[src/rtl/ibex_pkg.sv]
// Shared types and constants for the multiplier-array arbiter.
package ibex_pkg;

  localparam int unsigned MulLanes = 4;
  localparam int unsigned MulOpW   = 17;
  localparam int unsigned MulProdW = 34;

  typedef enum logic [1:0] {
    ARB_IDLE    = 2'd0,
    ARB_MD_LOCK = 2'd1,
    ARB_NU_LOCK = 2'd2
  } mul_arb_state_e;

  typedef enum logic {
    OWN_MD = 1'b0,
    OWN_NU = 1'b1
  } mul_owner_e;

endpackage

[src/rtl/ibex_mult_arbiter_if.sv]
// Requester, array and status signals of the multiplier arbiter; slave = arbiter side.
interface ibex_mult_arbiter_if
  import ibex_pkg::*;
#(
  parameter int unsigned NumLanes = MulLanes,
  parameter int unsigned OpW      = MulOpW,
  parameter int unsigned ProdW    = MulProdW
) ();

  logic             md_req_i;
  logic             md_lock_i;
  logic             md_normal_i;
  logic [OpW-1:0]   md_w_i [NumLanes];
  logic [OpW-1:0]   md_a_i [NumLanes];
  logic             md_gnt_o;
  logic             md_rvalid_o;
  logic [ProdW-1:0] md_p_o [NumLanes];

  logic             nu_req_i;
  logic             nu_lock_i;
  logic [OpW-1:0]   nu_w_i [NumLanes];
  logic [OpW-1:0]   nu_a_i [NumLanes];
  logic             nu_gnt_o;
  logic             nu_rvalid_o;
  logic [31:0]      nu_p_o [NumLanes];

  logic [OpW-1:0]   mul_w_o [NumLanes];
  logic [OpW-1:0]   mul_a_o [NumLanes];
  logic             mul_normal_o;
  logic [ProdW-1:0] mul_p_i [NumLanes];

  logic             busy_o;

  modport slave (
    input  md_req_i, md_lock_i, md_normal_i, md_w_i, md_a_i,
    input  nu_req_i, nu_lock_i, nu_w_i, nu_a_i, mul_p_i,
    output md_gnt_o, md_rvalid_o, md_p_o,
    output nu_gnt_o, nu_rvalid_o, nu_p_o,
    output mul_w_o, mul_a_o, mul_normal_o, busy_o
  );

  modport master (
    output md_req_i, md_lock_i, md_normal_i, md_w_i, md_a_i,
    output nu_req_i, nu_lock_i, nu_w_i, nu_a_i, mul_p_i,
    input  md_gnt_o, md_rvalid_o, md_p_o,
    input  nu_gnt_o, nu_rvalid_o, nu_p_o,
    input  mul_w_o, mul_a_o, mul_normal_o, busy_o
  );

endinterface

[src/rtl/ibex_mult_arb_pick.sv]
// Combinational grant selection and next-state logic for the multiplier arbiter.
module ibex_mult_arb_pick
  import ibex_pkg::*;
(
  input  mul_arb_state_e state_i,
  input  logic           md_req_i,
  input  logic           md_lock_i,
  input  logic           nu_req_i,
  input  logic           nu_lock_i,
  input  logic           nu_force_i,
  output logic           md_gnt_o,
  output logic           nu_gnt_o,
  output mul_arb_state_e state_o
);

  // Priority grant in idle; a lock holder is never preempted.
  always_comb begin
    md_gnt_o = 1'b0;
    nu_gnt_o = 1'b0;
    state_o  = state_i;
    case (state_i)
      ARB_IDLE: begin
        if (nu_req_i && nu_force_i) begin
          nu_gnt_o = 1'b1;
          state_o  = nu_lock_i ? ARB_NU_LOCK : ARB_IDLE;
        end else if (md_req_i) begin
          md_gnt_o = 1'b1;
          state_o  = md_lock_i ? ARB_MD_LOCK : ARB_IDLE;
        end else if (nu_req_i) begin
          nu_gnt_o = 1'b1;
          state_o  = nu_lock_i ? ARB_NU_LOCK : ARB_IDLE;
        end else begin
          state_o  = ARB_IDLE;
        end
      end
      ARB_MD_LOCK: begin
        if (md_req_i) begin
          md_gnt_o = 1'b1;
          state_o  = md_lock_i ? ARB_MD_LOCK : ARB_IDLE;
        end else begin
          state_o  = ARB_IDLE;
        end
      end
      ARB_NU_LOCK: begin
        if (nu_req_i) begin
          nu_gnt_o = 1'b1;
          state_o  = nu_lock_i ? ARB_NU_LOCK : ARB_IDLE;
        end else begin
          state_o  = ARB_IDLE;
        end
      end
      default: begin
        state_o  = ARB_IDLE;
      end
    endcase
  end

endmodule

[src/rtl/ibex_mult_arbiter.sv]
// Arbiter/sequencer for the shared four-lane multiplier array.
// Optional neural starvation guard: define IBEX_MULT_ARB_STARVE_GUARD_EN.
module ibex_mult_arbiter
  import ibex_pkg::*;
#(
  parameter int unsigned NumLanes = MulLanes,
  parameter int unsigned OpW      = MulOpW,
  parameter int unsigned ProdW    = MulProdW,
  parameter int unsigned MaxWait  = 8
) (
  input  logic                clk_i,
  input  logic                rst_i,
  ibex_mult_arbiter_if.slave  bus_if
);

  mul_arb_state_e state_q, state_d;
  logic           md_gnt_s, nu_gnt_s, nu_force_s;
  logic           valid_q, valid_d;
  mul_owner_e     owner_q, owner_d;
  logic           normal_q, normal_d;
  logic [OpW-1:0] w_q [NumLanes];
  logic [OpW-1:0] w_d [NumLanes];
  logic [OpW-1:0] a_q [NumLanes];
  logic [OpW-1:0] a_d [NumLanes];
  logic             md_rvalid_s, nu_rvalid_s;
  logic [ProdW-1:0] md_p_s [NumLanes];
  logic [31:0]      nu_p_s [NumLanes];

  ibex_mult_arb_pick u_pick (
    .state_i    (state_q),
    .md_req_i   (bus_if.md_req_i),
    .md_lock_i  (bus_if.md_lock_i),
    .nu_req_i   (bus_if.nu_req_i),
    .nu_lock_i  (bus_if.nu_lock_i),
    .nu_force_i (nu_force_s),
    .md_gnt_o   (md_gnt_s),
    .nu_gnt_o   (nu_gnt_s),
    .state_o    (state_d)
  );

`ifdef IBEX_MULT_ARB_STARVE_GUARD_EN
  localparam int unsigned WaitW = $clog2(MaxWait + 1);
  logic [WaitW-1:0] wait_q, wait_d;

  // Neural wait counter: saturates at MaxWait, clears on any neural grant.
  always_comb begin
    wait_d = wait_q;
    if (nu_gnt_s) begin
      wait_d = {WaitW{1'b0}};
    end else if (bus_if.nu_req_i && (wait_q != WaitW'(MaxWait))) begin
      wait_d = wait_q + {{(WaitW-1){1'b0}}, 1'b1};
    end else begin
      wait_d = wait_q;
    end
  end

  // Wait counter register.
  always_ff @(posedge clk_i or posedge rst_i) begin
    if (rst_i) begin
      wait_q <= {WaitW{1'b0}};
    end else begin
      wait_q <= wait_d;
    end
  end

  assign nu_force_s = (wait_q == WaitW'(MaxWait));
`else
  logic unused_max_wait;
  assign unused_max_wait = (MaxWait >= 32'd1);
  assign nu_force_s      = 1'b0;
`endif

  // Next operand/tag values; ungranted cycles hold the array inputs to avoid toggling.
  always_comb begin
    valid_d  = md_gnt_s | nu_gnt_s;
    owner_d  = owner_q;
    normal_d = normal_q;
    w_d      = w_q;
    a_d      = a_q;
    if (md_gnt_s) begin
      owner_d  = OWN_MD;
      normal_d = bus_if.md_normal_i;
      w_d      = bus_if.md_w_i;
      a_d      = bus_if.md_a_i;
    end else if (nu_gnt_s) begin
      owner_d  = OWN_NU;
      normal_d = 1'b0;
      w_d      = bus_if.nu_w_i;
      a_d      = bus_if.nu_a_i;
    end else begin
      owner_d  = owner_q;
    end
  end

  // Arbiter state, owner tag and registered array operands.
  always_ff @(posedge clk_i or posedge rst_i) begin
    if (rst_i) begin
      state_q  <= ARB_IDLE;
      valid_q  <= 1'b0;
      owner_q  <= OWN_MD;
      normal_q <= 1'b0;
      for (int l = 0; l < NumLanes; l++) begin
        w_q[l] <= {OpW{1'b0}};
        a_q[l] <= {OpW{1'b0}};
      end
    end else begin
      state_q  <= state_d;
      valid_q  <= valid_d;
      owner_q  <= owner_d;
      normal_q <= normal_d;
      w_q      <= w_d;
      a_q      <= a_d;
    end
  end

  assign md_rvalid_s = valid_q && (owner_q == OWN_MD);
  assign nu_rvalid_s = valid_q && (owner_q == OWN_NU);

  // Route array products only to the tagged owner; the other side reads zero.
  always_comb begin
    for (int l = 0; l < NumLanes; l++) begin
      md_p_s[l] = md_rvalid_s ? bus_if.mul_p_i[l] : {ProdW{1'b0}};
      nu_p_s[l] = nu_rvalid_s ? bus_if.mul_p_i[l][31:0] : 32'h0000_0000;
    end
  end

  assign bus_if.md_gnt_o     = md_gnt_s;
  assign bus_if.nu_gnt_o     = nu_gnt_s;
  assign bus_if.md_rvalid_o  = md_rvalid_s;
  assign bus_if.nu_rvalid_o  = nu_rvalid_s;
  assign bus_if.md_p_o       = md_p_s;
  assign bus_if.nu_p_o       = nu_p_s;
  assign bus_if.mul_w_o      = w_q;
  assign bus_if.mul_a_o      = a_q;
  assign bus_if.mul_normal_o = normal_q;
  assign bus_if.busy_o       = (state_q != ARB_IDLE) || valid_q;

endmodule

[src/flat_wrapper.sv]
// flat-port wrapper written by rule: the top's interface ports become plain ports
module ibex_mult_arbiter_flat import ibex_pkg::*;
#(
  parameter int unsigned NumLanes = MulLanes,
  parameter int unsigned OpW      = MulOpW,
  parameter int unsigned ProdW    = MulProdW,
  parameter int unsigned MaxWait  = 8
)
  (clk_i, rst_i, bus_if_md_req_i, bus_if_md_lock_i, bus_if_md_normal_i, bus_if_md_w_i, bus_if_md_a_i, bus_if_nu_req_i, bus_if_nu_lock_i, bus_if_nu_w_i, bus_if_nu_a_i, bus_if_mul_p_i, bus_if_md_gnt_o, bus_if_md_rvalid_o, bus_if_md_p_o, bus_if_nu_gnt_o, bus_if_nu_rvalid_o, bus_if_nu_p_o, bus_if_mul_w_o, bus_if_mul_a_o, bus_if_mul_normal_o, bus_if_busy_o);
  ibex_mult_arbiter_if #(.NumLanes(NumLanes), .OpW(OpW), .ProdW(ProdW)) bus_if_i ();
  input  logic clk_i;
  input  logic rst_i;
  input wire logic [$bits(bus_if_i.md_req_i)-1:0] bus_if_md_req_i;
  input wire logic [$bits(bus_if_i.md_lock_i)-1:0] bus_if_md_lock_i;
  input wire logic [$bits(bus_if_i.md_normal_i)-1:0] bus_if_md_normal_i;
  input wire logic [$bits(bus_if_i.md_w_i)-1:0] bus_if_md_w_i;
  input wire logic [$bits(bus_if_i.md_a_i)-1:0] bus_if_md_a_i;
  input wire logic [$bits(bus_if_i.nu_req_i)-1:0] bus_if_nu_req_i;
  input wire logic [$bits(bus_if_i.nu_lock_i)-1:0] bus_if_nu_lock_i;
  input wire logic [$bits(bus_if_i.nu_w_i)-1:0] bus_if_nu_w_i;
  input wire logic [$bits(bus_if_i.nu_a_i)-1:0] bus_if_nu_a_i;
  input wire logic [$bits(bus_if_i.mul_p_i)-1:0] bus_if_mul_p_i;
  output wire logic [$bits(bus_if_i.md_gnt_o)-1:0] bus_if_md_gnt_o;
  output wire logic [$bits(bus_if_i.md_rvalid_o)-1:0] bus_if_md_rvalid_o;
  output wire logic [$bits(bus_if_i.md_p_o)-1:0] bus_if_md_p_o;
  output wire logic [$bits(bus_if_i.nu_gnt_o)-1:0] bus_if_nu_gnt_o;
  output wire logic [$bits(bus_if_i.nu_rvalid_o)-1:0] bus_if_nu_rvalid_o;
  output wire logic [$bits(bus_if_i.nu_p_o)-1:0] bus_if_nu_p_o;
  output wire logic [$bits(bus_if_i.mul_w_o)-1:0] bus_if_mul_w_o;
  output wire logic [$bits(bus_if_i.mul_a_o)-1:0] bus_if_mul_a_o;
  output wire logic [$bits(bus_if_i.mul_normal_o)-1:0] bus_if_mul_normal_o;
  output wire logic [$bits(bus_if_i.busy_o)-1:0] bus_if_busy_o;
  assign bus_if_i.md_req_i = bus_if_md_req_i;
  assign bus_if_i.md_lock_i = bus_if_md_lock_i;
  assign bus_if_i.md_normal_i = bus_if_md_normal_i;
  assign bus_if_i.md_w_i = {>>{bus_if_md_w_i}};
  assign bus_if_i.md_a_i = {>>{bus_if_md_a_i}};
  assign bus_if_i.nu_req_i = bus_if_nu_req_i;
  assign bus_if_i.nu_lock_i = bus_if_nu_lock_i;
  assign bus_if_i.nu_w_i = {>>{bus_if_nu_w_i}};
  assign bus_if_i.nu_a_i = {>>{bus_if_nu_a_i}};
  assign bus_if_i.mul_p_i = {>>{bus_if_mul_p_i}};
  assign bus_if_md_gnt_o = bus_if_i.md_gnt_o;
  assign bus_if_md_rvalid_o = bus_if_i.md_rvalid_o;
  assign bus_if_md_p_o = {>>{bus_if_i.md_p_o}};
  assign bus_if_nu_gnt_o = bus_if_i.nu_gnt_o;
  assign bus_if_nu_rvalid_o = bus_if_i.nu_rvalid_o;
  assign bus_if_nu_p_o = {>>{bus_if_i.nu_p_o}};
  assign bus_if_mul_w_o = {>>{bus_if_i.mul_w_o}};
  assign bus_if_mul_a_o = {>>{bus_if_i.mul_a_o}};
  assign bus_if_mul_normal_o = bus_if_i.mul_normal_o;
  assign bus_if_busy_o = bus_if_i.busy_o;
  ibex_mult_arbiter #(.NumLanes(NumLanes), .OpW(OpW), .ProdW(ProdW), .MaxWait(MaxWait)) u_core (.clk_i(clk_i), .rst_i(rst_i), .bus_if(bus_if_i));
endmodule
[config.mk]
export PLATFORM = sky130hd
export DESIGN_NAME = ibex_mult_arbiter_flat
export DESIGN_NICKNAME = d
export VERILOG_FILES = /design/src/rtl/ibex_pkg.sv /design/src/rtl/ibex_mult_arbiter_if.sv /design/src/rtl/ibex_mult_arb_pick.sv /design/src/rtl/ibex_mult_arbiter.sv /design/src/flat_wrapper.sv
export SDC_FILE = /design/constraint.sdc
export NUM_CORES = 1
export LEC_CHECK = 0
export ABC_CLOCK_PERIOD_IN_PS = 11290
export CORE_AREA = 8 8 317 319
export CTS_CLUSTER_DIAMETER = 30
export DETAILED_ROUTE_END_ITERATION = 6
export DIE_AREA = 0 0 325 327
export GPL_ROUTABILITY_DRIVEN = 0
export PLACE_DENSITY = 0.37
export SLEW_MARGIN = 25
export SYNTH_ARGS = -nofsm -noshare
export SYNTH_HDL_FRONTEND = slang
export SYNTH_SLANG_ARGS = --single-unit
[constraint.sdc]
create_clock -name clk_i -period 11.29 [get_ports clk_i]
set_clock_uncertainty 0.15 [all_clocks]
set_input_delay 1.6935 -clock clk_i [delete_from_list [all_inputs] [get_ports clk_i]]
set_output_delay 1.6935 -clock clk_i [all_outputs]
set_load 0.1 [all_outputs]
==> results by group <==
Run status
  – Outcome: complete, no violations

Synthesis
  – Avg Cell Area, Syn: 9.31 um2
  – Syn Inst Count: 933
  – Cell area after technology mapping: 0.00868 mm2
  – Syn_nets: 1348
  – Register bit count reported by yosys: 141
  – Distinct cell type count after synthesis: 23
  – Warning count from the yosys run: 0
  – Sequential element share of the synthesized area: 0.406

STA
  – Minimum clock period after layout: 5880 ps
  – Relative max-transition margin: 0.223
  – Achievable frequency: 170 MHz
  – Number of max-slew violations in the final report: 0
  – Unrepaired setup endpoints after global routing: false
  – Final Hold Violating Endpoints: 0
  – Accumulated negative setup slack: 0 ps
  – Actual transition at the worst max-transition pin: 1170 ps
  – Crit share post-route: 0.521
  – Setup Viol. Count Final: 0

Critical path
  – Critical path required time: between 9000 and 10000 ps
  – Setup crit start kind: input pin
  – Critical path endpoint category: output pin
  – Register-to-Register Path Depth: 5
  – Type of the worst setup path: in2out
  – Maximum fanout along the worst path: 42
  – Capturing element of the worst setup path: bus_if_nu_gnt_o
  – Reg-to-reg setup timing slack: slightly below 8000 ps
  – Launch point of the worst path: bus_if_nu_req_i
  – Critical Path AT: 4040 ps
  – Launch point of the worst reg-to-reg path: u_core.state_q[1]
  – Capture point of the worst reg-to-reg path: u_core.bus_if.mul_a_o[49]

Floorplan
  – Die Y-Extent: 327 um
  – Die area: 0.106 mm2
  – Width of the die: approximately 330 um
  – Initial Util: 0.0907
  – Count of standard-cell rows: 114
  – Core region area: around 0.096 mm2
  – Io pins: 821

CTS
  – Clock insertion delay at the later pin of the skew report: roughly 450 ps
  – Post-CTS clock slew at the launch and capture registers of the worst setup and hold paths: 70 ps
  – Number of buffers inserted to repair setup after CTS: 0
  – Cts repair resizes: 0
  – Root Driver: sky130_fd_sc_hd__clkbuf_16
  – Sink count of the clock tree: 141
  – CTS tree: yes
  – Maximum root-to-sink buffer count: 2
  – H-tree level count: 4
  – Total CTS buffers: 17
  – Hold buffer count at cts: 0

Worst hold path
  – Worst hold path class: reg2reg
  – Number of cells on the worst hold path: 2

Final layout
  – Proportion of layout cells with a drive suffix above 1: 0.0544
  – Area Overhead vs Synth: 112%
  – Final net count: between 2000 and 2500
  – Filler Cell Count: 10600
  – Post-route standard cell area excluding fillers: 0.0184 mm2

Placement
  – Number of buffers added on ports: 820
  – Half-perimeter wire length after placement: 62300 um
  – Post-detailed-placement cell area: between 0.015 and 0.02 mm2

Global routing
  – Vias in the first global route: 11400
  – Global route total overflow: 0
  – Global-route wire length before repair: 98900 um
  – Overall Global Routing Usage: 0.132
  – Pin count of the biggest net entering global routing: 139
  – Antenna violations before repair: 24

Drt
  – Length of the first detailed-routing pass in iterations: 4
  – DRT iter0 DRCs: 371
  – WL final: 73500 um
  – Average vias per placed instance: 3.47
  – Count of nets left with antenna violations after detail routing: 0
  – Via count: 10300
  – Per-cell routed wire length: roughly 25 um
  – DR DRC count: 0

Power and ir drop
  – Pwr/cell area: 159 mW/mm2
  – Leakage component of the power: 7.60 nW
  – Peak VDD IR: 0.0709 mV

Run
  – Maximum Capacitance Violations: 0
==> synth_stat cells <==
master	count	area (um2)
sky130_fd_sc_hd__o21ai_0	3	15.0
sky130_fd_sc_hd__or3_1	1	6.26
sky130_fd_sc_hd__buf_2	32	160
sky130_fd_sc_hd__nor2_1	3	11.3
sky130_fd_sc_hd__dfrtp_1	141	3530
sky130_fd_sc_hd__o21ai_1	133	666
sky130_fd_sc_hd__nor2b_1	1	6.26
sky130_fd_sc_hd__buf_4	1	7.51
sky130_fd_sc_hd__buf_6	9	101
sky130_fd_sc_hd__clkbuf_1	51	191
sky130_fd_sc_hd__nand2b_4	1	13.8
sky130_fd_sc_hd__and2_1	138	863
sky130_fd_sc_hd__and3_1	129	807
sky130_fd_sc_hd__nand2b_1	1	6.26
sky130_fd_sc_hd__and2b_1	1	7.51
sky130_fd_sc_hd__nand3_1	136	681
sky130_fd_sc_hd__a22o_1	1	8.76
sky130_fd_sc_hd__buf_1	1	3.75
sky130_fd_sc_hd__nor2_8	1	20.0
sky130_fd_sc_hd__buf_12	10	200
sky130_fd_sc_hd__inv_6	1	8.76
sky130_fd_sc_hd__mux2i_1	136	1360
sky130_fd_sc_hd__inv_1	2	7.51
==> power by group <==
group          internal, W  switching, W  leakage [nW]
Clock             0.000339      0.000248         0.287
Sequential        0.000571     0.0000447          1.70
Combinational     0.000425       0.00130          5.62
Total              0.00133       0.00160          7.60
==> worst min path at each step <==
stage                              startpoint                         to  slack (ps)
floorplan                   u_core.state_q[0]             u_core.owner_q         590
global placement    u_core.bus_if.mul_a_o[55]  u_core.bus_if.mul_a_o[55]         340
detailed placement  u_core.bus_if.mul_a_o[28]  u_core.bus_if.mul_a_o[28]         340
CTS                 u_core.bus_if.mul_a_o[28]  u_core.bus_if.mul_a_o[28]         350
global route        u_core.bus_if.mul_a_o[14]  u_core.bus_if.mul_a_o[14]         380
finish              u_core.bus_if.mul_a_o[28]  u_core.bus_if.mul_a_o[28]         340
==> sequential cells by signal, indices dropped and copies added (netlist names) <==
| register | flops |
|---|---|
| u_core.state_q | 2 |
| u_core.bus_if.mul_normal_o | 1 |
| u_core.bus_if.mul_a_o | 68 |
| u_core.bus_if.mul_w_o | 68 |
| u_core.valid_q | 1 |
| u_core.owner_q | 1 |
==> kinds of logic after synthesis <==
kind of cell           count (synthesis)  share of synthesized area
and+or+nand+nor                      412                      0.279
buffers and inverters                107                     0.0784
DFF                                  141                      0.406
AOI/OAI and AO/OA                    137                     0.0794
muxes                                136                      0.157
==> routing by layer <==
layer | GRT usage | wire length (um)
met1 | 0.134 | 26500
met2 | 0.251 | 39600
met3 | 0.0543 | 6270
met4 | 0.0238 | 1030
met5 | 0 | 115
==> through the flow <==
step	cells	setup slack [ps]	util	hold WS (ps)	power [W]
2_1_floorplan	933	5670	-	589	0.00181
5_1_grt	2968	5250	0.192	379	0.00305
3_3_place_gp	2934	4850	0.187	341	0.00238
4_1_cts	2966	4840	0.192	351	0.00299
3_5_place_dp	2934	4850	0.186	335	0.00238
6_report	2974	5410	0.192	343	0.00293
==> critical path: stages <==
cell                              delay, ps
sky130_fd_sc_hd__clkdlybuf4s50_1        520
sky130_fd_sc_hd__nand2b_4               330
sky130_fd_sc_hd__nor2_1                 290
sky130_fd_sc_hd__clkdlybuf4s50_1       1180
==> placed cells by master (no fill, tap or decap), types with 7 or more instances in the layout <==
| cell type | Yosys | layout |
|---|---|---|
| sky130_fd_sc_hd__clkbuf_16 | 0 | 17 |
| sky130_fd_sc_hd__o21ai_1 | 133 | 133 |
| sky130_fd_sc_hd__buf_2 | 32 | 17 |
| sky130_fd_sc_hd__and2_1 | 138 | 138 |
| sky130_fd_sc_hd__nand3_1 | 136 | 136 |
| sky130_fd_sc_hd__dfrtp_1 | 141 | 139 |
| sky130_fd_sc_hd__and3_1 | 129 | 129 |
| sky130_fd_sc_hd__clkdlybuf4s50_1 | 0 | 777 |
| sky130_fd_sc_hd__mux2i_1 | 136 | 136 |
| sky130_fd_sc_hd__buf_4 | 1 | 32 |
| sky130_fd_sc_hd__diode_2 | 0 | 7 |
==> layout make-up <==
class                      count  area (um2)  area share
antenna                        7        17.5    0.000951
sequential                   141        3540       0.192
inverter                       3        21.3     0.00115
tap                         1276        1600      0.0867
clock inverter                12         138     0.00747
timing repair buffer         830        8170       0.443
multi-input combinational    685        4490       0.244
clock buffer                  20         457      0.0248
Note: power is estimated with default switching activity, not from simulation.
